--- config.mk ---
export PLATFORM = sky130hd
export DESIGN_NAME = clkout_ctrl
export DESIGN_NICKNAME = d
export VERILOG_FILES = /design/src/rtl/clkout_pkg.sv /design/src/rtl/phase_timer.sv /design/src/rtl/clkout_ctrl.sv
export SDC_FILE = /design/constraint.sdc
export NUM_CORES = 1
export LEC_CHECK = 0
export BUFFER_PORTS_ARGS = -buffer_cell sky130_fd_sc_hd__buf_2
export CAP_MARGIN = 25
export CORE_UTILIZATION = 45
export CTS_BUF_LIST = sky130_fd_sc_hd__clkbuf_2 sky130_fd_sc_hd__clkbuf_4 sky130_fd_sc_hd__clkbuf_8
export DETAILED_ROUTE_END_ITERATION = 10
export GPL_TIMING_DRIVEN = 0
export SYNTH_ARGS = -nofsm -noshare
export SYNTH_HDL_FRONTEND = slang
export SYNTH_HIERARCHICAL = 1
export SYNTH_SLANG_ARGS = --single-unit
export TNS_END_PERCENT = 30
--- constraint.sdc ---
create_clock -name clock -period 4 [get_ports clock]
set_input_delay 0.6 -clock clock [delete_from_list [all_inputs] [get_ports clock]]
set_output_delay 0.6 -clock clock [all_outputs]
set_load 0.005 [all_outputs]
--- src/rtl/clkout_pkg.sv ---
// Shared definitions for the clkout controller: FSM state encoding and
// default widths of the configuration fields.
package clkout_pkg;

    localparam int DIV_W_DEF = 8;
    localparam int CNT_W_DEF = 16;

    typedef enum logic [1:0] {
        IDLE     = 2'd0,
        RUN      = 2'd1,
        STOPPING = 2'd2
    } state_t;

endpackage

--- src/rtl/phase_timer.sv ---
// Down-counter timing one clkout phase. Loading value N makes tick rise
// N cycles later and stay high while the count sits at zero, so a phase
// loaded with cfg_half lasts exactly cfg_half+1 cycles.
module phase_timer
    import clkout_pkg::*;
#(
    parameter int DIV_W = DIV_W_DEF
) (
    input  logic             clock,
    input  logic             reset,
    input  logic             load,
    input  logic [DIV_W-1:0] load_value,
    output logic             tick
);

    logic [DIV_W-1:0] count;

    // Load a new phase length, otherwise count down and park at zero.
    // NOTE: sequential state is assigned with <= so every register samples pre-edge values.
    always_ff @(posedge clock) begin
        if (reset) begin
            count <= '0;
        end else if (load) begin
            count <= load_value;
        end else if (count != '0) begin
            count <= count - 1'b1;
        end
    end

    assign tick = (count == '0);

endmodule

--- src/rtl/clkout_ctrl.sv ---
// Burst / free-running clock generator. clkout is a registered square wave
// with H = half_reg+1 cycles per phase. A burst ends after count_reg periods
// (count_reg = 0 runs until stopped); a stop request always lets the current
// phase finish and ends on a complete low phase, so no phase is ever short.
module clkout_ctrl
    import clkout_pkg::*;
#(
    parameter int DIV_W = DIV_W_DEF,
    parameter int CNT_W = CNT_W_DEF
) (
    input  logic             clock,
    input  logic             reset,
    input  logic             start,
    input  logic             stop,
    input  logic             cfg_we,
    input  logic [DIV_W-1:0] cfg_half,
    input  logic [CNT_W-1:0] cfg_count,
    output logic             clkout,
    output logic             busy,
    output logic             done
);

    state_t           state, state_next;
    logic             clkout_next, busy_next, done_next;
    logic [DIV_W-1:0] half_reg, half_next;
    logic [CNT_W-1:0] count_reg, count_next;
    logic [CNT_W-1:0] period_cnt, period_next;

    logic             timer_load;
    logic [DIV_W-1:0] timer_value;
    logic             tick;

    // A stop seen in RUN takes effect on the same cycle it arrives.
    logic stopping_now;
    // The low phase now ending is the last one of a finite burst.
    logic last_period;

    assign stopping_now = (state == STOPPING) || ((state == RUN) && stop);
    assign last_period  = (count_reg != '0) && (period_cnt == count_reg - 1'b1);

    phase_timer #(
        .DIV_W(DIV_W)
    ) u_phase_timer (
        .clock      (clock),
        .reset      (reset),
        .load       (timer_load),
        .load_value (timer_value),
        .tick       (tick)
    );

    // Next-state and next-output decode for the burst FSM.
    // NOTE: every signal written here gets a default first, so no latch is inferred.
    always_comb begin
        state_next  = state;
        clkout_next = clkout;
        busy_next   = busy;
        done_next   = 1'b0;
        half_next   = half_reg;
        count_next  = count_reg;
        period_next = period_cnt;
        timer_load  = 1'b0;
        timer_value = half_reg;

        case (state)
            IDLE: begin
                if (cfg_we) begin
                    half_next  = cfg_half;
                    count_next = cfg_count;
                end
                if (start) begin
                    state_next  = RUN;
                    clkout_next = 1'b1;
                    busy_next   = 1'b1;
                    period_next = '0;
                    timer_load  = 1'b1;
                    // A same-cycle config write applies to this burst.
                    timer_value = cfg_we ? cfg_half : half_reg;
                end
            end

            RUN, STOPPING: begin
                if (stopping_now) begin
                    state_next = STOPPING;
                end
                if (tick) begin
                    if (clkout) begin
                        // High phase over: a full low phase always follows.
                        clkout_next = 1'b0;
                        timer_load  = 1'b1;
                    end else begin
                        // Low phase over: one period complete, saturating.
                        if (period_cnt != '1) begin
                            period_next = period_cnt + 1'b1;
                        end
                        if (stopping_now || last_period) begin
                            state_next  = IDLE;
                            busy_next   = 1'b0;
                            done_next   = 1'b1;
                            period_next = '0;
                        end else begin
                            clkout_next = 1'b1;
                            timer_load  = 1'b1;
                        end
                    end
                end
            end

            default: begin
                state_next  = IDLE;
                clkout_next = 1'b0;
                busy_next   = 1'b0;
            end
        endcase
    end

    // State and output registers; reset wins over every other input.
    always_ff @(posedge clock) begin
        if (reset) begin
            state      <= IDLE;
            clkout     <= 1'b0;
            busy       <= 1'b0;
            done       <= 1'b0;
            half_reg   <= '0;
            count_reg  <= '0;
            period_cnt <= '0;
        end else begin
            state      <= state_next;
            clkout     <= clkout_next;
            busy       <= busy_next;
            done       <= done_next;
            half_reg   <= half_next;
            count_reg  <= count_next;
            period_cnt <= period_next;
        end
    end

endmodule

* Yosys cells after proc, flatten, opt, wreduce, memory -nomap -nowiden
Cells that the tools add are included.
** Cells by class
- Add/sub/neg operators :: 3
- Equal/unequal tests :: 9
- Multiplexer cells :: 31
- Bitwise operators :: 2
- Reductions and logical operators :: 16
** Operator list (number)
- $mux W16 :: 5
- $mux W8 :: 5
- $pmux W16 S2 :: 1
- $add A16 B1 Y16 const B :: 1
- $eq A16 B16 Y1 :: 1
- $ne A16 B16 Y1 const B :: 1
- $reduce_bool A16 Y1 :: 1
- $sub A16 B1 Y16 const B :: 1
- $mux W1 :: 11
- $mux W2 :: 5
- $logic_not A8 Y1 :: 1
- $ne A2 B2 Y1 const B :: 4
- $reduce_bool A8 Y1 :: 1
- $sub A8 B1 Y8 const B :: 1
- $pmux W1 S2 :: 3
- $reduce_and A5 Y1 :: 1
- $pmux W2 S2 :: 1
- $reduce_and A2 Y1 :: 2
- $reduce_and A4 Y1 :: 1
- $reduce_bool A2 Y1 :: 2
- $reduce_or A4 Y1 :: 1
- $ne A3 B3 Y1 const B :: 1
- $eq A2 B1 Y1 const B :: 1
- $eq A2 B2 Y1 const B :: 1
- 5 further kinds :: 8
** Storage, ports and cells
- Register bits :: 53
- Input bits :: 29
- Output and inout bits :: 3

* Longest topological paths before layout
Gate-level depths: netlist of the first run.
- Word-level depth :: 9
- Gate-level depth with buffers :: 14

* By module
The synthesis of the first run kept the hierarchy.
** Modules (own cells, without submodules)
- clkout_ctrl :: instances 1, cells an instance 338, area an instance 2626.3 um^2, sequential area each 900.9 um^2
- phase_timer :: instances 1, cells an instance 53, area an instance 475.5 um^2, sequential area each 160.2 um^2

* Least setup slack after synthesis of the first run
No wires, ideal clock.
- Path type :: flip-flop to flip-flop
- Start point :: register count_reg[8]
- End point :: register u_phase_timer.count[0]
- Arrival time :: 3406 ps
- Required time :: 3927 ps
- Setup slack :: 521 ps
- Cell stages (with the launch flop) :: 11
- Path buffers :: 0
- Clock period less this slack :: 3479 ps
- Cell sequence :: dfxtp_1 -> or4_1 -> or3_1 -> a2111o_1 -> a2111oi_2 -> nand4_2 -> and2_1 -> o211ai_1 -> o21ai_0 -> or4_4 -> o211ai_2
** On the way
- Word-level cells in the longest chain between the ends :: 9
- Elaborated cells on any way between the ends :: 11
- Those cells by class :: add/sub: 1; eq/ne: 1; mux: 5; reduce/logical: 4
** RTL lines
- start: declaration :: line clkout_ctrl.sv:26 : logic [CNT_W-1:0] count_reg, count_next;
- start signal: assignment :: line clkout_ctrl.sv:132 : count_reg <= count_next;
- $sub A16 B1 Y16 :: line clkout_ctrl.sv:39 : assign last_period = (count_reg != '0) && (period_cnt == count_reg - 1'b1);
- $eq A16 B16 Y1 :: line clkout_ctrl.sv:39
- $logic_and A1 B1 Y1 (*) :: line clkout_ctrl.sv:39
- $logic_or A1 B1 Y1 (*) :: line clkout_ctrl.sv:95 : if (stopping_now || last_period) begin
- $mux W1 (*) :: line clkout_ctrl.sv:95
- $mux W1 (*) :: line clkout_ctrl.sv:86 : if (clkout) begin
- $mux W1 (*) :: line clkout_ctrl.sv:85 : if (tick) begin
- $pmux W1 S2 (*) :: line clkout_ctrl.sv:64 : case (state)
- net timer_load :: line clkout_ctrl.sv:29 : logic timer_load;
- $mux W8 / $reduce_bool A2 Y1 (equally long branches)
- end signal: assignment :: line phase_timer.sv:24 : count <= load_value;
- end signal: assignment :: line phase_timer.sv:26 : count <= count - 1'b1;
- end: declaration :: line phase_timer.sv:16 : logic [DIV_W-1:0] count;
The timed path passes the listed nets; every way through them passes the cells marked *.
A chain may end at the register's enable or synchronous reset.

* Final worst setup path of the first run
- Start point :: register count_reg[8]
- End point :: register u_phase_timer.count[5]
Same word-level chain as after synthesis.

==> results of run 1 <==
==> tightest hold or removal path, cell delays in order (launching register included) <==
cell and delay, ns:
dfxtp_1 0.32, nand2_1 0.05, a21oi_1 0.05
==> power groups by stage <==
stage | clock network [mW] | registers (mW) | logic, mW
2_1_floorplan | 0 | 0.656 | 0.465
3_3_place_gp | 0 | 0.668 | 0.571
3_5_place_dp | 0 | 0.670 | 0.582
4_1_cts | 0.344 | 0.658 | 0.584
5_1_grt | 0.365 | 0.668 | 0.656
6_report | 0.331 | 0.659 | 0.588
==> cell usage in the layout (no fill, tap or decap), drive strengths merged, types with 2 or more instances in the layout <==
| cell type | n |
|---|---|
| nand2 | 75 |
| dfxtp | 53 |
| a21oi | 44 |
| buf | 37 |
| inv | 20 |
| clkbuf | 20 |
| nor2 | 18 |
| xnor2 | 18 |
| nand4 | 13 |
| xor2 | 12 |
| nor3 | 11 |
| nand3 | 11 |
| mux2 | 8 |
| o21ai | 7 |
| ha | 7 |
| o22ai | 6 |
| nor2b | 5 |
| and2 | 5 |
| nor4 | 5 |
| nand2b | 4 |
| mux2i | 4 |
| o32ai | 4 |
| o211ai | 4 |
| and3 | 3 |
| a211oi | 3 |
| and4b | 3 |
| nand4b | 2 |
| nand3b | 2 |
| o2111ai | 2 |
| a21o | 2 |
| o21a | 2 |
| and4 | 2 |
| a31oi | 2 |
| nor3b | 2 |
| or4 | 2 |
==> stage by stage <==
stage | cell area, sq um | worst slack (ns)
4_1_cts | 3460 | 0.0566
3_3_place_gp | 3350 | 0.118
3_5_place_dp | 3350 | -0.0254
2_1_floorplan | 3100 | 0.521
6_report | 3500 | 0.222
5_1_grt | 3500 | -0.00998
==> cells by family after synthesis <==
kind of cell    count (synthesis)  synth area share (%)
simple gates                  169                  28.6
compound gates                 84                  16.9
buf+inv                        36                  4.84
flops                          53                  34.2
xor+xnor                       30                  8.47
mux                            12                  4.20
fa+ha+maj                       7                  2.82
==> path summary, 6_finish.rpt <==
check	startpoint	to	slack, ns
min reg2reg	half_reg[2]$_SDFFE_PP0P_	half_reg[2]$_SDFFE_PP0P_	0.46
max reg2reg	count_reg[8]$_SDFFE_PP0P_	u_phase_timer/count[5]$_SDFFE_PP0P_	0.22
max	count_reg[8]$_SDFFE_PP0P_	u_phase_timer/count[5]$_SDFFE_PP0P_	0.22
min	half_reg[2]$_SDFFE_PP0P_	half_reg[2]$_SDFFE_PP0P_	0.46
==> timing repair <==
action                                  in CTS  in global routing
hold buffers                                 0                  0
setup buffers                                0                  3
endpoints found under the hold margin        0                  0
pin swaps                                    0                  1
gates resized for setup                      1                  4
endpoints found under the setup margin       4                  8
==> routing by layer <==
metal / vias up / global-route usage [%]
met4: 0 / 6.32
met2: 38 / 35.4
li1: 1467 / -
met1: 1295 / 26.4
met5: - / 0
met3: 5 / 3.31
==> layout make-up <==
class / instances / area, sq um / area share [%]
clock buffers: 7 / 96.3 / 2.75
inverters: 20 / 75.1 / 2.15
multi-input cells: 302 / 1910 / 54.6
flip-flops and latches: 53 / 1060 / 30.3
repair buffers: 34 / 178 / 5.08
well taps: 77 / 96.3 / 2.75
clock inverters: 1 / 5.00 / 0.143
plain buffers: 16 / 76.3 / 2.18
==> results_dict.tcl, run 1 <==
set metrics [dict create \
    synth_ff_type "dfxtp_1" \
    hold_violations 0 \
    globalplace.congestion 0.806 \
    die_area_sq_um 7230 \
    cp.depth 10 \
    start_util_pct 47.8 \
    wl_um 7160 \
    routedWlPerCell_um 14.0 \
    p_switching_uw 566 \
    clock_skew_ns 0.0112 \
    clockRootBuffer "clkbuf_8" \
    syn_avg_cell_area_sq_um 7.93 \
    met3_length_um 209 \
    wl_met2_um 3440 \
    path_buf_inv 0 \
    rows 29 \
    p_int_mw 1.01 \
    dpl.cell_count 499 \
    clock_latency_ns 0.31 \
    cp_max_fo 7 \
    ys_types 57 \
    reg2regPathDepth 10 \
    synth_commonest_cells "nand2_1 (75), dfxtp_1 (53), a21oi_1 (44)" \
    synth-seq-cells 53 \
    n_antenna_cell 0 \
    cts.sinks 53 \
    cp-end-kind "flip-flop" \
    die_y_um 85.0 \
    slowest_stage "or4_1" \
    syn_nets 427 \
    drive_above_1_share_pct 15.0 \
    synthesis.area_sq_um 3100 \
    hold_path_depth 2 \
    ant_nets 0 \
    finalSetupTns_ns 0 \
    slew_viol_final 0 \
    fin_crit_sh_pct 94.4 \
    grt_pass1_wl_um 12100 \
    antenna_found_initial 0 \
    io_buffers 31 \
    synth_top_cell_by_area "dfxtp_1" \
    ys_seq_area_share_pct 34.2 \
    fp.dieW_um 85.0 \
    cp_cell_sequence "or4_1 > or3_1 > a2111o_1 > a2111oi_2 > nand4_2 > and2_1 > o211ai_1 > o21ai_0 > or2_2 > o32ai_1" \
    synthTopCellsByArea "dfxtp_1 (34%), nand2_1 (9.1%), a21oi_1 (7.1%), xnor2_1 (5.1%), xor2_1 (3.4%)" \
    combinationalPowerShare_pct 37.3 \
    cp.required_ns 4.22 \
    seqPwrFrac_pct 41.8 \
    ios 32 \
    power.density_nw_per_um2 451 \
    fin_util_pct 53.9 \
    fin_cells 510 \
    ys_warn_count 6 \
    path_clk_slew_ns 0.10 \
    p_leak_nw 1.38 \
    worstHoldPathType "reg -> reg" \
    grt_usage_pct 20.6 \
    setup_viol 0 \
    core-area_sq_um 6490 \
    ys_async_sr_fraction_pct 0 \
    cts_made_buffers 5 \
    met1Wirelength_um 3440 \
    fillerInstances 630 \
    postSynthCellCount 391 \
    dr.max_layer_used "met4" \
    synthMostInstantiatedCell "nand2_1" \
    outcome "finished, final reports clean" \
    critPathKind "reg -> reg" \
    drt_iter0_markers 150 \
    h-tree-depth 2 \
    drv_cap 0 \
    nNetsFinal 468 \
    areaGrowthSynthToFinish_pct 12.8 \
    slew-limit-headroom_pct 59.7 \
    first_global_vias 2585 \
    p_total_mw 1.58 \
    dr.pass1.iters 4 \
    via_count 2805 \
    cp-start-kind "flip-flop" \
    arrival_ns 4.00 \
    clkPwrFrac_pct 21.0 \
    grt-ovfl-total 0 \
    clock.fmax_mhz 265 \
    holdWs_ns 0.459 \
    switching_share_pct 35.9 \
    synth_edf_count 0 \
    vias_per_cell 5.50 \
    synth_top_area_share_pct 34.2 \
    critPathTopFamily "simple AND/OR/NAND/NOR gates" \
    vdd_drop_max_v 0.000335 \
    slowest_delay_ns 0.55 \
    min_period_ns 3.78 \
    cts_tree "built" \
    cts.path.max_buffers 2 \
    grt_start_max_net_pins 16 \
    drc 0 \
    hpwl_um 5360 \
    tightest_slew_ns 0.603 \
]
Note: power is estimated with default switching activity, not from simulation.
==> run 2, diff against run 1 <==
- CORE_ASPECT_RATIO: unset -> 0.6
==> run 2 against run 1 <==
  * Global-route usage up 2.8 points
  * Routed wire length grew 11%
  * Core utilization decreased by 1.1 points
  * Die area rose by 0.16%
  * Register-to-register slack gained 0.07 ns
  * Hold slack worse by 0.0016 ns
  * Final cell count rose by 2.4%
  * Sequential power up 0.6%
  * Largest power group unchanged
  * Critical endpoint unchanged
  * First-iteration DRC count up 4.0%
  * Combinational power rose by 2%
  * Count of clock-buffer cells in the layout did not move
  * Maximum frequency up 2.0%
==> results_dict.tcl, run 2 (synthesized netlist as in run 1, its figures left out) <==
set metrics [dict create \
    drc 0 \
    h-tree-depth 2 \
    cts_tree "built" \
    cts.path.max_buffers 2 \
    hold_buffers 0 \
    ant_nets 0 \
    arrival_ns 3.93 \
    critPathTopFamily "simple AND/OR/NAND/NOR gates" \
    cts_made_buffers 5 \
    cp-end-kind "flip-flop" \
    min_period_ns 3.71 \
    worstHoldPathType "reg -> reg" \
    setup_viol 0 \
    grt_usage_pct 23.3 \
    first_global_vias 2481 \
    p_leak_nw 1.39 \
    drive_above_1_share_pct 15.6 \
    fp.dieW_um 109 \
    antenna_found_initial 0 \
    die_area_sq_um 7240 \
    clock_latency_ns 0.31 \
    clock_skew_ns 0.00791 \
    via_count 2895 \
    final_common_cell "nand2_1" \
    busiest_layer "met1" \
    rows 23 \
    dr.pass1.iters 5 \
    areaGrowthSynthToFinish_pct 13.7 \
    slew_viol_final 0 \
    grt_use_met2_pct 28.1 \
    slew-limit-headroom_pct 51.7 \
    met3_usage_pct 4.43 \
    power.density_nw_per_um2 451 \
    vdd_drop_max_v 0.000224 \
    clock.fmax_mhz 270 \
    routedWlPerCell_um 15.3 \
    path_clk_slew_ns 0.09 \
    cp_cell_sequence "or4_1 > or3_1 > a2111o_1 > a2111oi_2 > nand4_2 > and2_4 > o211ai_1 > o21ai_1 > or2_2 > o32ai_1" \
    cts.sinks 53 \
    cp_max_fo 7 \
    ios 32 \
    final_cell_mix "nand2_1 (75), dfxtp_1 (53), a21oi_1 (44), buf_2 (31), inv_1 (20)" \
    clockRootBuffer "clkbuf_8" \
    grt_pass1_wl_um 12800 \
    fillerInstances 681 \
    critPathKind "reg -> reg" \
    hold_violations 0 \
    wl_um 7970 \
    path_buf_inv 0 \
    n_antenna_cell 0 \
    grt_start_max_net_pins 15 \
    cp.required_ns 4.22 \
    die_y_um 66.3 \
    grt-ovfl-total 0 \
    drv_cap 0 \
    grt_setup_unrepaired "no" \
    outcome "finished, final reports clean" \
    slowest_stage "or4_1" \
    nNetsFinal 471 \
    core-area_sq_um 6680 \
    globalplace.congestion 0.820 \
    drt_iter0_markers 156 \
    tightest_slew_ns 0.718 \
    hpwl_um 5850 \
    finalSetupTns_ns 0 \
    fin_crit_sh_pct 92.6 \
    met1_usage_pct 39.2 \
    io_buffers 31 \
    vias_per_cell 5.55 \
    start_util_pct 46.5 \
    slowest_delay_ns 0.57 \
    cp-start-kind "flip-flop" \
    p_total_mw 1.59 \
]
## run 2: cell type report
type	instances	area [sq um]	area share [%]
Clock buffer	7	90.1	2.56
Timing Repair Buffer	37	200	5.68
Multi-Input combinational cell	302	1910	54.3
Sequential cell	53	1060	30.1
Inverter	20	75.1	2.13
Buffer	16	76.3	2.16
Tap cell	87	109	3.09
## run 2: per-layer routing
metal / routed length (um) / share of wire (%) / vias up
li1: - / - / 1464
met1: 4550 / 57 / 1338
met2: 2890 / 36 / 85
met3: 464 / 5.8 / 8
met4: 61 / 0.77 / 0
met5: 0 / 0 / -
## run 2: final timing paths
path	cells past startpoint	startpoint	end	slack [ns]
setup / recovery	10	count_reg[8]$_SDFFE_PP0P_	u_phase_timer/count[5]$_SDFFE_PP0P_	0.29
hold / removal	2	half_reg[5]$_SDFFE_PP0P_	half_reg[5]$_SDFFE_PP0P_	0.46
setup reg to reg	10	count_reg[8]$_SDFFE_PP0P_	u_phase_timer/count[5]$_SDFFE_PP0P_	0.29
hold reg to reg	2	half_reg[5]$_SDFFE_PP0P_	half_reg[5]$_SDFFE_PP0P_	0.46
## run 2: worst min-delay path: stages (launching register included)
cell,delay (ns)
dfxtp_1,0.32
nand2_1,0.05
a21oi_1,0.05
## run 2: where the power goes
group	total, mW	leakage, nW	internal (mW)	switching [mW]
sequential	0.663	0.433	0.590	0.0728
clock	0.327	0.0477	0.145	0.182
combinational	0.602	0.912	0.267	0.335
## run 2: what timing repair did
action / in CTS / in global routing
resized for setup: 0 / 7
hold endpoints to repair: 0 / 0
setup endpoints to repair: 0 / 8
buffers inserted: 0 / 6
## run 2: stage by stage
stage	hold slack (ns)	setup slack [ns]	cell area, sq um	cells	util [%]
global placement	0.440	0.0863	3370	509	50.4
detailed placement	0.445	0.0305	3370	509	50.4
finish	0.457	0.295	3530	522	52.8
global route	0.491	0.0198	3530	522	52.8
floorplan	0.433	0.521	3100	391	-
CTS	0.459	0.0128	3460	516	51.8
==> run 3, diff against run 2 <==
- CELL_PAD_IN_SITES_DETAIL_PLACEMENT: unset -> 0
- CELL_PAD_IN_SITES_GLOBAL_PLACEMENT: unset -> 1
- GPL_ROUTABILITY_DRIVEN: unset -> 0
- PLACE_DENSITY_LB_ADDON: unset -> 0.1
- clock period: 4 -> 4.56 ns (I/O delays scaled with it)
==> run 3 against run 2 <==
  * Setup slack better by 0.25 ns
  * Combinational power down 13%
  * Die area unchanged
  * Sequential power down 12%
  * Total power down 8.4%
  * Register-to-register slack better by 0.25 ns
  * Clock skew up 0.0072 ns
  * Via count down 1.7%
  * Sequential share of layout area up 0.35 points
  * Count of clock-buffer cells in the layout unchanged
  * Cell area down 1.1%
  * Sequential cell count unchanged
  * Critical endpoint is now u_phase_timer/count[7]$_SDFFE_PP0P_
  * Largest power group unchanged
==> results_dict.tcl, run 3 (synthesized netlist as in run 1, its figures left out) <==
set metrics [dict create \
    outcome "finished, final reports clean" \
    cts.path.max_buffers 2 \
    post_cts_buffers 0 \
    p_leak_nw 1.37 \
    core-area_sq_um 6680 \
    grt_usage_pct 22.7 \
    power.density_nw_per_um2 418 \
    routedWlPerCell_um 15.2 \
    via_count 2846 \
    hold_buffers 0 \
    fillerInstances 683 \
    die_y_um 66.3 \
    slew_viol_final 0 \
    final_cell_mix "nand2_1 (75), dfxtp_1 (53), a21oi_1 (44), buf_2 (31), inv_1 (20)" \
    grt_start_max_net_pins 16 \
    clock_latency_ns 0.32 \
    cp-end-kind "flip-flop" \
    cts_tree "built" \
    ctsResizeCount 0 \
    h-tree-depth 2 \
    rows 23 \
    critPathTopFamily "simple AND/OR/NAND/NOR gates" \
    setup_viol 0 \
    antenna_found_initial 0 \
    arrival_ns 4.21 \
    wl_um 7880 \
    ios 32 \
    slowest_delay_ns 0.81 \
    grt_setup_unrepaired "no" \
    hpwl_um 5870 \
    first_global_vias 2324 \
    path_buf_inv 1 \
    vdd_drop_max_v 0.000202 \
    worstHoldPathType "reg -> reg" \
    critPathKind "reg -> reg" \
    fin_util_pct 52.2 \
    cts.sinks 53 \
    min_period_ns 4.02 \
    slowest_stage "nor4_1" \
    ant_nets 0 \
    drive_above_1_share_pct 14.0 \
    drv_cap 0 \
    dr.pass1.iters 4 \
    clock.fmax_mhz 249 \
    final_common_cell "nand2_1" \
    areaGrowthSynthToFinish_pct 12.4 \
    die_area_sq_um 7240 \
    drc 0 \
    cp_max_fo 10 \
    n_antenna_cell 0 \
    nNetsFinal 465 \
    finalSetupTns_ns 0 \
    slew-limit-headroom_pct 38.2 \
    fin_crit_sh_pct 88.1 \
    drt_iter0_markers 105 \
    cp.required_ns 4.75 \
    cts_made_buffers 5 \
    io_buffers 31 \
    start_util_pct 46.5 \
    grt_pass1_wl_um 12400 \
    vias_per_cell 5.50 \
    clock_skew_ns 0.0151 \
    hold_violations 0 \
    clockRootBuffer "clkbuf_8" \
    grt-ovfl-total 0 \
    fp.dieW_um 109 \
    tightest_slew_ns 0.919 \
    cp_cell_sequence "nor4_1 > nand2_1 > a2111o_1 > a2111oi_2 > nand4_2 > and2_1 > o211ai_1 > o21ai_0 > clkbuf_1 > a311oi_1 > nor3_1" \
    path_clk_slew_ns 0.10 \
    cp-start-kind "flip-flop" \
]
-- run 3: cell type report --
type / count / area, sq um / area share, %
tap: 87 / 109 / 3.12
multi-input combinational: 302 / 1890 / 54.2
sequential: 53 / 1060 / 30.4
buffer: 16 / 75.1 / 2.15
inverter: 20 / 75.1 / 2.15
timing repair buffer: 31 / 155 / 4.45
clock inverter: 1 / 30.0 / 0.861
clock buffer: 7 / 90.1 / 2.58
-- run 3: path summary, 6_finish.rpt --
kind,cells past startpoint,end,from,slack (ns)
worst max-delay path,11,u_phase_timer/count[7]$_SDFFE_PP0P_,count_reg[3]$_SDFFE_PP0P_,0.54
worst min-delay path,2,half_reg[0]$_SDFFE_PP0P_,half_reg[0]$_SDFFE_PP0P_,0.46
worst max register to register,11,u_phase_timer/count[7]$_SDFFE_PP0P_,count_reg[3]$_SDFFE_PP0P_,0.54
worst min register to register,2,half_reg[0]$_SDFFE_PP0P_,half_reg[0]$_SDFFE_PP0P_,0.46
-- run 3: metal layers --
layer	GRT usage, %	share of wire (%)	vias to the layer above
met5	0	0	-
met4	5.50	0.96	0
met3	4.53	4.4	9
met2	27.0	35	55
met1	38.1	60	1318
li1	-	-	1464
-- run 3: report_power, final --
part           internal [mW]  switching [mW]  leakage (nW)
logic                  0.229           0.296         0.874
clock network          0.185           0.167        0.0619
registers              0.517          0.0633         0.433
-- run 3: worst register-to-register path, cell delays in order, from the launching register on --
cell       delay [ns]
dfxtp_1          0.37
nor4_1           0.82
nand2_1          0.25
a2111o_1         0.42
a2111oi_2        0.40
nand4_2          0.35
and2_1           0.33
o211ai_1         0.15
o21ai_0          0.19
clkbuf_1         0.28
a311oi_1         0.27
nor3_1           0.07
-- run 3: through the flow --
step	area, sq um	power, mW	std cells	worst slack [ns]	hold slack (ns)
final	3490	1.46	517	0.543	0.459
after global routing	3490	1.55	517	0.155	0.472
after CTS	3490	1.46	517	0.538	0.460
after detailed placement	3370	1.11	509	0.559	0.445
after global placement	3370	1.10	509	0.634	0.439
after floorplan	3100	0.984	391	1.08	0.433
